===== src/rtl/nes_video_pkg.sv =====
// Shared NES video constants and the palette loader state type.
package nes_video_pkg;

    localparam int unsigned PAL_ENTRIES         = 64;
    localparam int unsigned PAL_FILE_BYTES      = 192;
    localparam int unsigned PAL_EMPH_FILE_BYTES = 1536;

    typedef enum logic [2:0] {
        StIdle,
        StCollect,
        StWrite,
        StDone,
        StError
    } pal_state_e;

    // File offset of byte 'sel' (0=R, 1=G, 2=B) of palette entry 'entry'.
    function automatic logic [10:0] pal_offset(input logic [5:0] entry, input logic [1:0] sel);
        return (11'(entry) * 11'd3) + 11'(sel);
    endfunction

endpackage


===== src/rtl/pal_loader_if.sv =====
// Download byte stream in, palette RAM write port and status out.
interface pal_loader_if;

    logic        dl_active;
    logic        in_valid;
    logic        in_ready;
    logic [10:0] in_addr;
    logic [7:0]  in_data;
    logic        load_color;
    logic [5:0]  load_color_index;
    logic [23:0] load_color_data;
    logic        done;
    logic        err;
    logic [6:0]  entries_loaded;

    modport master (
        output dl_active, in_valid, in_addr, in_data,
        input  in_ready, load_color, load_color_index, load_color_data, done, err,
               entries_loaded
    );

    modport slave (
        input  dl_active, in_valid, in_addr, in_data,
        output in_ready, load_color, load_color_index, load_color_data, done, err,
               entries_loaded
    );

endinterface


===== src/rtl/pal_loader.sv =====
// Palette file loader: 3-byte {R,G,B} entries streamed into the 64-entry palette RAM.
// Define PAL_LOADER_EMPH_SKIP_EN to silently skip the tail of 1536-byte emphasis files.
module pal_loader
    import nes_video_pkg::*;
(
    input  logic         clk,
    input  logic         reset,
    pal_loader_if.slave  video
);

    pal_state_e  r_state;
    pal_state_e  w_state_nxt;
    logic        r_dl;
    logic [1:0]  r_sel;
    logic [5:0]  r_entry;
    logic [7:0]  r_r;
    logic [7:0]  r_g;
    logic [7:0]  r_b;
    logic        r_done;
    logic        r_err;
    logic [6:0]  r_cnt;

    logic        w_rise;
    logic        w_ready;
    logic        w_accept;
    logic [10:0] w_exp_addr;
    logic        w_addr_ok;
    logic        w_take_byte;
    logic        w_last_entry;
    logic        w_emph_drop;
    logic        w_enter_err;

    assign w_rise       = video.dl_active & ~r_dl;
    assign w_exp_addr   = pal_offset(r_entry, r_sel);
    assign w_addr_ok    = (video.in_addr == w_exp_addr);
    assign w_last_entry = (r_entry == 6'(PAL_ENTRIES - 1));

    // The edge cycle belongs to the new download, so no byte may slip through it.
    assign w_ready  = ((r_state == StCollect) || (r_state == StDone) || (r_state == StError))
                      & ~w_rise;
    assign w_accept = video.in_valid & w_ready;

`ifdef PAL_LOADER_EMPH_SKIP_EN
    assign w_emph_drop = (video.in_addr < 11'(PAL_EMPH_FILE_BYTES));
`else
    assign w_emph_drop = 1'b0;
`endif

    assign w_take_byte = (r_state == StCollect) & video.dl_active & w_accept & w_addr_ok;
    assign w_enter_err = (w_state_nxt == StError) & (r_state != StError);

    always_comb begin
        w_state_nxt = r_state;
        if (w_rise) begin
            w_state_nxt = StCollect;
        end else begin
            unique case (r_state)
                StIdle: begin
                    w_state_nxt = StIdle;
                end
                StCollect: begin
                    if (!video.dl_active) begin
                        w_state_nxt = StError;
                    end else if (w_accept) begin
                        if (!w_addr_ok) begin
                            w_state_nxt = StError;
                        end else if (r_sel == 2'd2) begin
                            w_state_nxt = StWrite;
                        end
                    end
                end
                StWrite: begin
                    w_state_nxt = w_last_entry ? StDone : StCollect;
                end
                StDone: begin
                    if (!video.dl_active) begin
                        w_state_nxt = StIdle;
                    end else if (w_accept && !w_emph_drop) begin
                        w_state_nxt = StError;
                    end
                end
                StError: begin
                    if (!video.dl_active) begin
                        w_state_nxt = StIdle;
                    end
                end
                default: begin
                    w_state_nxt = StIdle;
                end
            endcase
        end
    end

    always_ff @(posedge clk) begin
        if (reset) begin
            r_state <= StIdle;
            // Treat dl_active as already high so a download in flight is not restarted.
            r_dl    <= 1'b1;
            r_sel   <= 2'd0;
            r_entry <= 6'd0;
            r_r     <= 8'd0;
            r_g     <= 8'd0;
            r_b     <= 8'd0;
            r_done  <= 1'b0;
            r_err   <= 1'b0;
            r_cnt   <= 7'd0;
        end else begin
            r_state <= w_state_nxt;
            r_dl    <= video.dl_active;
            if (w_rise) begin
                r_sel   <= 2'd0;
                r_entry <= 6'd0;
                r_done  <= 1'b0;
                r_err   <= 1'b0;
                r_cnt   <= 7'd0;
            end else begin
                if (w_enter_err) begin
                    r_err <= 1'b1;
                end
                if (w_take_byte) begin
                    case (r_sel)
                        2'd0:    r_r <= video.in_data;
                        2'd1:    r_g <= video.in_data;
                        default: r_b <= video.in_data;
                    endcase
                    r_sel <= (r_sel == 2'd2) ? 2'd0 : r_sel + 2'd1;
                end
                if (r_state == StWrite) begin
                    r_cnt   <= r_cnt + 7'd1;
                    r_entry <= r_entry + 6'd1;
                    if (w_last_entry) begin
                        r_done <= 1'b1;
                    end
                end
            end
        end
    end

    assign video.in_ready         = w_ready;
    assign video.load_color       = (r_state == StWrite);
    assign video.load_color_index = r_entry;
    assign video.load_color_data  = {r_r, r_g, r_b};
    assign video.done             = r_done;
    assign video.err              = r_err;
    assign video.entries_loaded   = r_cnt;

endmodule


===== src/flat_wrapper.sv =====
// flat-port wrapper written by rule: the top's interface ports become plain ports
module pal_loader_flat import nes_video_pkg::*;
  (clk, reset, video_dl_active, video_in_valid, video_in_addr, video_in_data, video_in_ready, video_load_color, video_load_color_index, video_load_color_data, video_done, video_err, video_entries_loaded);
  pal_loader_if video_i ();
  input  logic clk;
  input  logic reset;
  input wire logic [$bits(video_i.dl_active)-1:0] video_dl_active;
  input wire logic [$bits(video_i.in_valid)-1:0] video_in_valid;
  input wire logic [$bits(video_i.in_addr)-1:0] video_in_addr;
  input wire logic [$bits(video_i.in_data)-1:0] video_in_data;
  output wire logic [$bits(video_i.in_ready)-1:0] video_in_ready;
  output wire logic [$bits(video_i.load_color)-1:0] video_load_color;
  output wire logic [$bits(video_i.load_color_index)-1:0] video_load_color_index;
  output wire logic [$bits(video_i.load_color_data)-1:0] video_load_color_data;
  output wire logic [$bits(video_i.done)-1:0] video_done;
  output wire logic [$bits(video_i.err)-1:0] video_err;
  output wire logic [$bits(video_i.entries_loaded)-1:0] video_entries_loaded;
  assign video_i.dl_active = video_dl_active;
  assign video_i.in_valid = video_in_valid;
  assign video_i.in_addr = video_in_addr;
  assign video_i.in_data = video_in_data;
  assign video_in_ready = video_i.in_ready;
  assign video_load_color = video_i.load_color;
  assign video_load_color_index = video_i.load_color_index;
  assign video_load_color_data = video_i.load_color_data;
  assign video_done = video_i.done;
  assign video_err = video_i.err;
  assign video_entries_loaded = video_i.entries_loaded;
  pal_loader u_core (.clk(clk), .reset(reset), .video(video_i));
endmodule

===== config.mk =====
export PLATFORM = sky130hd
export DESIGN_NAME = pal_loader_flat
export DESIGN_NICKNAME = d
export VERILOG_FILES = /design/src/rtl/nes_video_pkg.sv /design/src/rtl/pal_loader_if.sv /design/src/rtl/pal_loader.sv /design/src/flat_wrapper.sv
export SDC_FILE = /design/constraint.sdc
export NUM_CORES = 1
export LEC_CHECK = 0
export ABC_AREA = 1
export CAP_MARGIN = 20
export CORE_AREA = 8 8 105 78
export DETAILED_ROUTE_END_ITERATION = 10
export DIE_AREA = 0 0 113 86
export PLACE_DENSITY = 0.73
export SLEW_MARGIN = 0
export SYNTH_ARGS = -nofsm -noshare
export SYNTH_HDL_FRONTEND = slang
export SYNTH_SLANG_ARGS = --single-unit

===== constraint.sdc =====
create_clock -name clk -period 5.8 [get_ports clk]
set_input_delay 0.87 -clock clk [delete_from_list [all_inputs] [get_ports clk]]
set_output_delay 0.87 -clock clk [all_outputs]
set_load 0.05 [all_outputs]

==> flow_metrics.py, run 1 <==
metrics = {
    "status": {
        "status": "completed",
    },
    "grt": {
        "grt_usage_pct": 13.57,
        "grt_pass1_vias": 2281,
        "grt_overflow_total": 0,
        "grt_max_degree": 21,
        "grt_antenna_before_repair": 0,
        "grt_pass1_wl_um": 10900,
    },
    "cts": {
        "clk_latency_ps": 290,
        "clkTransAtPathRegs_ps": 80,
        "cts_tree": "built",
        "cts-resized-gates": 0,
        "cts_max_level": 2,
        "hold_buffers": 0,
        "clock-sinks": 45,
        "cts_buffers": 5,
        "clockBufferDepth": 2,
        "postCtsSetupRepairBufs": 0,
        "clockRootBuffer": "clkbuf_8",
    },
    "worst_setup_path": {
        "end_kind": "output port",
        "cp.arrival_ps": 2480,
        "crit_chain": "clkdlybuf4s50_1 > inv_1 > nor2_4 > nor2_4 > clkdlybuf4s50_1",
        "crit_required_ps": 4930,
        "critPathMaxStageDelay_ps": 810,
        "crit_fanout": 5,
        "worst_setup_path_start_kind": "primary input",
        "cp_slowest_cell": "clkdlybuf4s50_1",
        "path_class": "primary input to output port",
        "path_buf_inv": 3,
        "path_delay_family": "buffers and inverters",
    },
    "synthesis": {
        "yosysTopAreaCell": "dfxtp_1",
        "synth_area_um2": 2487,
        "yosys_warnings": 0,
        "ys_types": 34,
        "syn_nets": 390,
        "netlist_top_cells_area": "dfxtp_1 36%, nand2_1 12%, inv_1 7.2%",
        "synth_top_area_share_pct": 36.22,
        "avgSynthCellArea_um2": 7.087,
        "syn_inst": 351,
        "ys_seq_area_share_pct": 36.22,
        "synth-seq-cells": 45,
    },
    "sta": {
        "max_freq_mhz": 298.2,
        "fin_crit_ps": 3353,
        "tns_ps": 0,
        "setup_violations": 0,
        "finalHoldViolations": 0,
        "tightest_slew_ps": 711.6,
        "rsz0062_at_grt": "false",
        "finalCritPeriodShare_pct": 57.82,
        "fin_worst_skew_ps": 5.931,
        "relSlewSlack_pct": 52.30,
        "slew_violations": 0,
    },
    "placed_design": {
        "place.gp.congestion": 0.8060,
        "dp.final_hpwl_um": 5124,
        "numPortBuffers": 63,
    },
    "die": {
        "dieArea_um2": 9718,
        "placementRows": 25,
        "die_w_um": 113,
        "fp.dieH_um": 86,
        "initial_core_util_pct": 37.87,
        "ios": 64,
        "core-area_um2": 6569,
    },
    "power_and_ir_drop": {
        "p_leak_uw": 0.001410,
        "ir_drop_v": 0.00009868,
        "p_per_area_nw_per_um2": 171.8,
    },
    "hold_path": {
        "holdCritPathClass": "flip-flop to flip-flop",
    },
    "finish": {
        "nNetsFinal": 455,
        "final_layout_size_suffix_gt1_share_pct": 7.674,
        "antenna_cells": 0,
        "syn_to_final_growth_pct": 31.29,
        "fill_cells": 661,
        "final_core_util_pct": 49.71,
        "regArea_um2": 900.9,
        "multi_input_area_um2": 1319,
    },
    "routing": {
        "route.detailed.drc": 0,
        "post_drt_wl_per_cell_um": 12.78,
        "drt_wl_total_um": 6362,
        "antenna_left": 0,
        "dr.pass1.iters": 4,
        "vias": 2309,
        "drtIter0Drc": 71,
        "viasPerCell": 4.637,
    },
    "job": {
        "drv_cap": 0,
    },
}
layer usage:
layer	global-route usage [%]	wire length (um)	vias up
met1	18.45	3241	1025
met2	21.01	2803	36
li1	-	-	1246
met3	3.927	299	2
met4	2.169	17	0
met5	0	0	-
cell usage after synthesis:
cell            n
clkbuf_1        1
o22ai_1         1
nand4_1         3
ha_1           14
o21ai_0        13
and2_4          1
buf_12          1
buf_6           2
nor2_4          4
nor2_2          3
inv_2           6
inv_4           1
o211ai_1        1
nor3b_1         1
or2_0           1
xor2_1          2
nand3b_1        2
clkinv_1        1
inv_1          48
and3_1          1
nor3_2          2
nand2_2         2
a21oi_1        31
a221oi_1        1
nand3_1        30
dfxtp_1        45
nor3_1          4
nand2_1        81
dlygate4sd1_1   1
nor2_1         40
nand3_2         1
nand2_4         3
fa_1            2
nor3_4          1
power breakdown:
| group | leakage (uW) | internal (uW) | switching, uW | total, uW |
|---|---|---|---|---|
| Combinational | 0.000993 | 19.9 | 22.9 | 42.8 |
| Sequential | 0.000363 | 309 | 0.850 | 310 |
| Clock | 0.0000542 | 108 | 100 | 208 |
| Total | 0.00141 | 437 | 124 | 561 |
kinds of logic after synthesis:
| family | share of synthesized area (%) |
|---|---|
| AOI/OAI and AO/OA | 9.759 |
| buffers and inverters | 10.76 |
| and+or+nand+nor | 33.90 |
| adders and majority gates | 8.652 |
| xor gates and xnor gates | 0.7044 |
| DFF | 36.22 |
worst paths after layout:
| path | startpoint | depth (start not counted) | endpoint | slack, ps |
|---|---|---|---|---|
| hold reg to reg | u_core.r_g[3] | 2 | u_core.r_g[3] | 460 |
| setup / recovery | video_dl_active | 5 | video_in_ready | 2450 |
| setup reg to reg | u_core.r_sel[1] | 20 | u_core.r_r[2] | 2460 |
| hold / removal | u_core.r_g[3] | 2 | u_core.r_g[3] | 460 |
worst min-delay path: stages (launching register included):
cell and delay (ps):
dfxtp_1 320, nand2_1 60, a21oi_1 50
metrics by stage:
| step | power (uW) | std cells | setup WS (ps) | cell area (um2) | hold slack (ps) |
|---|---|---|---|---|---|
| 4_1_cts | 569.7 | 498 | 2436 | 3266 | 466.0 |
| 5_1_grt | 589.7 | 498 | 2166 | 3266 | 484.2 |
| 3_3_place_gp | 359.6 | 490 | 2451 | 3164 | 447.3 |
| 6_report | 560.9 | 498 | 2447 | 3266 | 462.6 |
| 3_5_place_dp | 360.4 | 490 | 2440 | 3164 | 452.8 |
| 2_1_floorplan | 337.9 | 351 | 2491 | 2487 | 489.8 |
flip-flops by register name, indices dropped and copies added, names as in the netlist:
| name | cells |
|---|---|
| u_core.video.err | 1 |
| u_core.r_g | 8 |
| u_core.video.done | 1 |
| u_core.r_sel | 2 |
| u_core.r_r | 8 |
| u_core.r_b | 8 |
| u_core.video.load_color_index | 6 |
| u_core.r_dl | 1 |
| u_core.r_state | 3 |
| u_core.video.entries_loaded | 7 |
cell usage in the layout (no fill, tap or decap), drive strengths merged:
| master | instances |
|---|---|
| a21oi | 31 |
| nand4 | 3 |
| ha | 14 |
| o21ai | 13 |
| fa | 2 |
| clkbuf | 7 |
| clkdlybuf4s50 | 63 |
| dfxtp | 45 |
| nand3b | 2 |
| o211ai | 1 |
| inv | 55 |
| nand3 | 31 |
| or2 | 1 |
| o22ai | 1 |
| nor3b | 1 |
| nand2 | 86 |
| clkinv | 2 |
| and3 | 1 |
| and2 | 1 |
| a221oi | 1 |
| nor2 | 47 |
| xor2 | 2 |
| nor3 | 7 |
area by class of cell:
cell class	count	area share, %
Multi-Input combinational cell	245	40.38
Sequential cell	45	27.59
Timing Repair Buffer	63	19.31
Inverter	56	6.513
Tap cell	81	3.103
Clock buffer	7	2.950
Clock inverter	1	0.1533
(Power assumes the default switching activity.)
==> run 2, diff against run 1 <==
==> constraint.sdc (replaced) <==
create_clock -name clk -period 3.4 [get_ports clk]
set_input_delay 0.51 -clock clk [delete_from_list [all_inputs] [get_ports clk]]
set_output_delay 0.51 -clock clk [all_outputs]
set_load 0.05 [all_outputs]
==> run 2 against run 1 <==
Design area up 0.38%. Final cell count increased by 0.20%. Core utilization grew 0.19 points. Setup slack worse by 2100 ps. Largest power group unchanged. First-iteration DRC count increased to 2.7 times the previous value.
==> flow_metrics.py, run 2 (same netlist as run 1, synthesis figures left out) <==
metrics = {
    "status": {
        "status": "completed",
    },
    "routing": {
        "drtIter0Drc": 195,
        "viasPerCell": 4.782,
        "drt_wl_total_um": 6710,
        "post_drt_wl_per_cell_um": 13.45,
        "vias": 2386,
        "dr.pass1.iters": 4,
        "route.detailed.drc": 0,
        "antenna_left": 0,
    },
    "cts": {
        "cts_buffers": 5,
        "clockRootBuffer": "clkbuf_8",
        "cts_max_level": 2,
        "cts_tree": "built",
        "hold_buffers": 0,
        "clkTransAtPathRegs_ps": 80,
        "clock-sinks": 45,
        "clk_latency_ps": 290,
        "clockBufferDepth": 2,
    },
    "finish": {
        "final_cells": 499,
        "final_cell_mix": "81 x nand2_1, 63 x clkdlybuf4s50_1, 47 x inv_1, 43 x dfxtp_1, 40 x nor2_1",
        "final_common_cell": "nand2_1",
        "syn_to_final_growth_pct": 31.79,
        "fin_area_um2": 3278,
        "antenna_cells": 0,
        "top_regs": "u_core.r_b (8), u_core.r_g (8), u_core.r_r (8)",
        "nNetsFinal": 458,
        "final_layout_size_suffix_gt1_share_pct": 8.612,
    },
    "worst_setup_path": {
        "crit_fanout": 8,
        "crit_required_ps": 3590,
        "worst_setup_path_start_kind": "flip-flop",
        "crit_chain": "inv_2 > fa_1 > inv_1 > ha_1 > fa_1 > inv_1 > nand2_1 > nand2_1 > nor2_1 > nand2_1 > nor2_2 > nand2_1 > nor2_2 > nand3_2 > inv_2 > nand2_4 > nor2_4 > inv_2 > nor2_1 > nor2_1",
        "cp.arrival_ps": 3280,
        "cp_common_cell": "nand2_1",
        "cp_slowest_cell": "fa_1",
        "end_kind": "flip-flop",
        "path_class": "flip-flop to flip-flop",
        "critPathMaxStageDelay_ps": 500,
    },
    "sta": {
        "fin_crit_ps": 3092,
        "finalHoldViolations": 0,
        "finalCritPeriodShare_pct": 90.93,
        "tightest_slew_ps": 639.8,
        "rsz0062_at_grt": "false",
        "setup_violations": 0,
        "tns_ps": 0,
        "relSlewSlack_pct": 57.11,
        "fin_worst_skew_ps": 5.445,
        "slew_violations": 0,
        "max_freq_mhz": 323.5,
    },
    "power_and_ir_drop": {
        "p_per_area_nw_per_um2": 279.3,
        "p_comb_share_pct": 8.4,
        "netSwitchingPower_uw": 216.4,
        "seqPwrFrac_pct": 57.8,
        "p_leak_uw": 0.001414,
        "swShare_pct": 23.64,
        "ir_drop_v": 0.0001615,
        "p_int_uw": 699.0,
        "clkPwrFrac_pct": 33.8,
    },
    "die": {
        "core-area_um2": 6569,
        "initial_core_util_pct": 37.87,
        "placementRows": 25,
        "dieArea_um2": 9718,
        "ios": 64,
        "fp.dieH_um": 86,
        "die_w_um": 113,
    },
    "grt": {
        "grt_pass1_vias": 2238,
        "grt_overflow_total": 0,
        "grt_pass1_wl_um": 10960,
        "grt_max_degree": 21,
        "grt_usage_pct": 13.70,
        "grt_antenna_before_repair": 0,
    },
    "job": {
        "drv_cap": 0,
    },
    "hold_path": {
        "holdCritPathClass": "flip-flop to flip-flop",
    },
    "placed_design": {
        "dpl.cell_count": 492,
        "place.gp.congestion": 0.8462,
        "dp.final_hpwl_um": 5249,
        "dpl_cell_area_um2": 3179,
        "numPortBuffers": 63,
    },
}
[run 2: path summary, 6_finish.rpt]
| check | to | start | slack (ps) | depth (start not counted) |
|---|---|---|---|---|
| hold reg to reg | u_core.r_g[2] | u_core.r_g[2] | 470 | 2 |
| setup / recovery | u_core.r_b[5] | u_core.r_sel[1] | 310 | 20 |
| hold / removal | u_core.r_g[2] | u_core.r_g[2] | 470 | 2 |
| setup reg to reg | u_core.r_b[5] | u_core.r_sel[1] | 310 | 20 |
[run 2: timing repair]
item,4_1_cts,5_1_grt
setup buffers,0,1
hold endpoints to repair,0,0
setup endpoints to repair,0,24
resized for setup,0,4
[run 2: layout make-up]
class	instances	area, um2
Tap cell	81	101.3
Timing Repair Buffer	66	665.6
Clock buffer	5	68.82
Multi-Input combinational cell	245	1319
Fill cell	641	3291
Sequential cell	45	903.4
Clock inverter	1	5.005
Inverter	56	215.2
[run 2: critical path, delay by kind of cell (launching register included)]
family / cells / cell delay, ps
fa+ha+maj: 3 / 1210
buf+inv: 5 / 340
flops: 1 / 420
simple gates: 12 / 1020
[run 2: routing by layer]
metal	routed length, um	up-vias	GRT usage, %
met5	0	-	0
met1	3326	1085	18.56
li1	-	1244	-
met3	327	6	3.226
met2	3001	51	21.23
met4	56	0	3.614
[run 2: through the flow]
stage	util [%]	hold slack (ps)	total power, uW	worst slack, ps
after floorplan	-	489.8	576.4	90.62
after global routing	49.90	493.7	949.9	23.15
after detailed placement	48.40	454.2	617.4	224.8
after global placement	48.40	455.7	616.2	300.1
after CTS	49.52	466.0	913.9	210.1
final	49.90	467.9	915.5	308.5
[run 2: power groups by stage]
stage | sequential [uW] | combinational (uW) | clock [uW]
floorplan | 542 | 34.7 | 0
global placement | 542 | 74.5 | 0
detailed placement | 542 | 75.6 | 0
CTS | 529 | 75.9 | 309
global route | 529 | 83.5 | 337
finish | 529 | 77.0 | 309
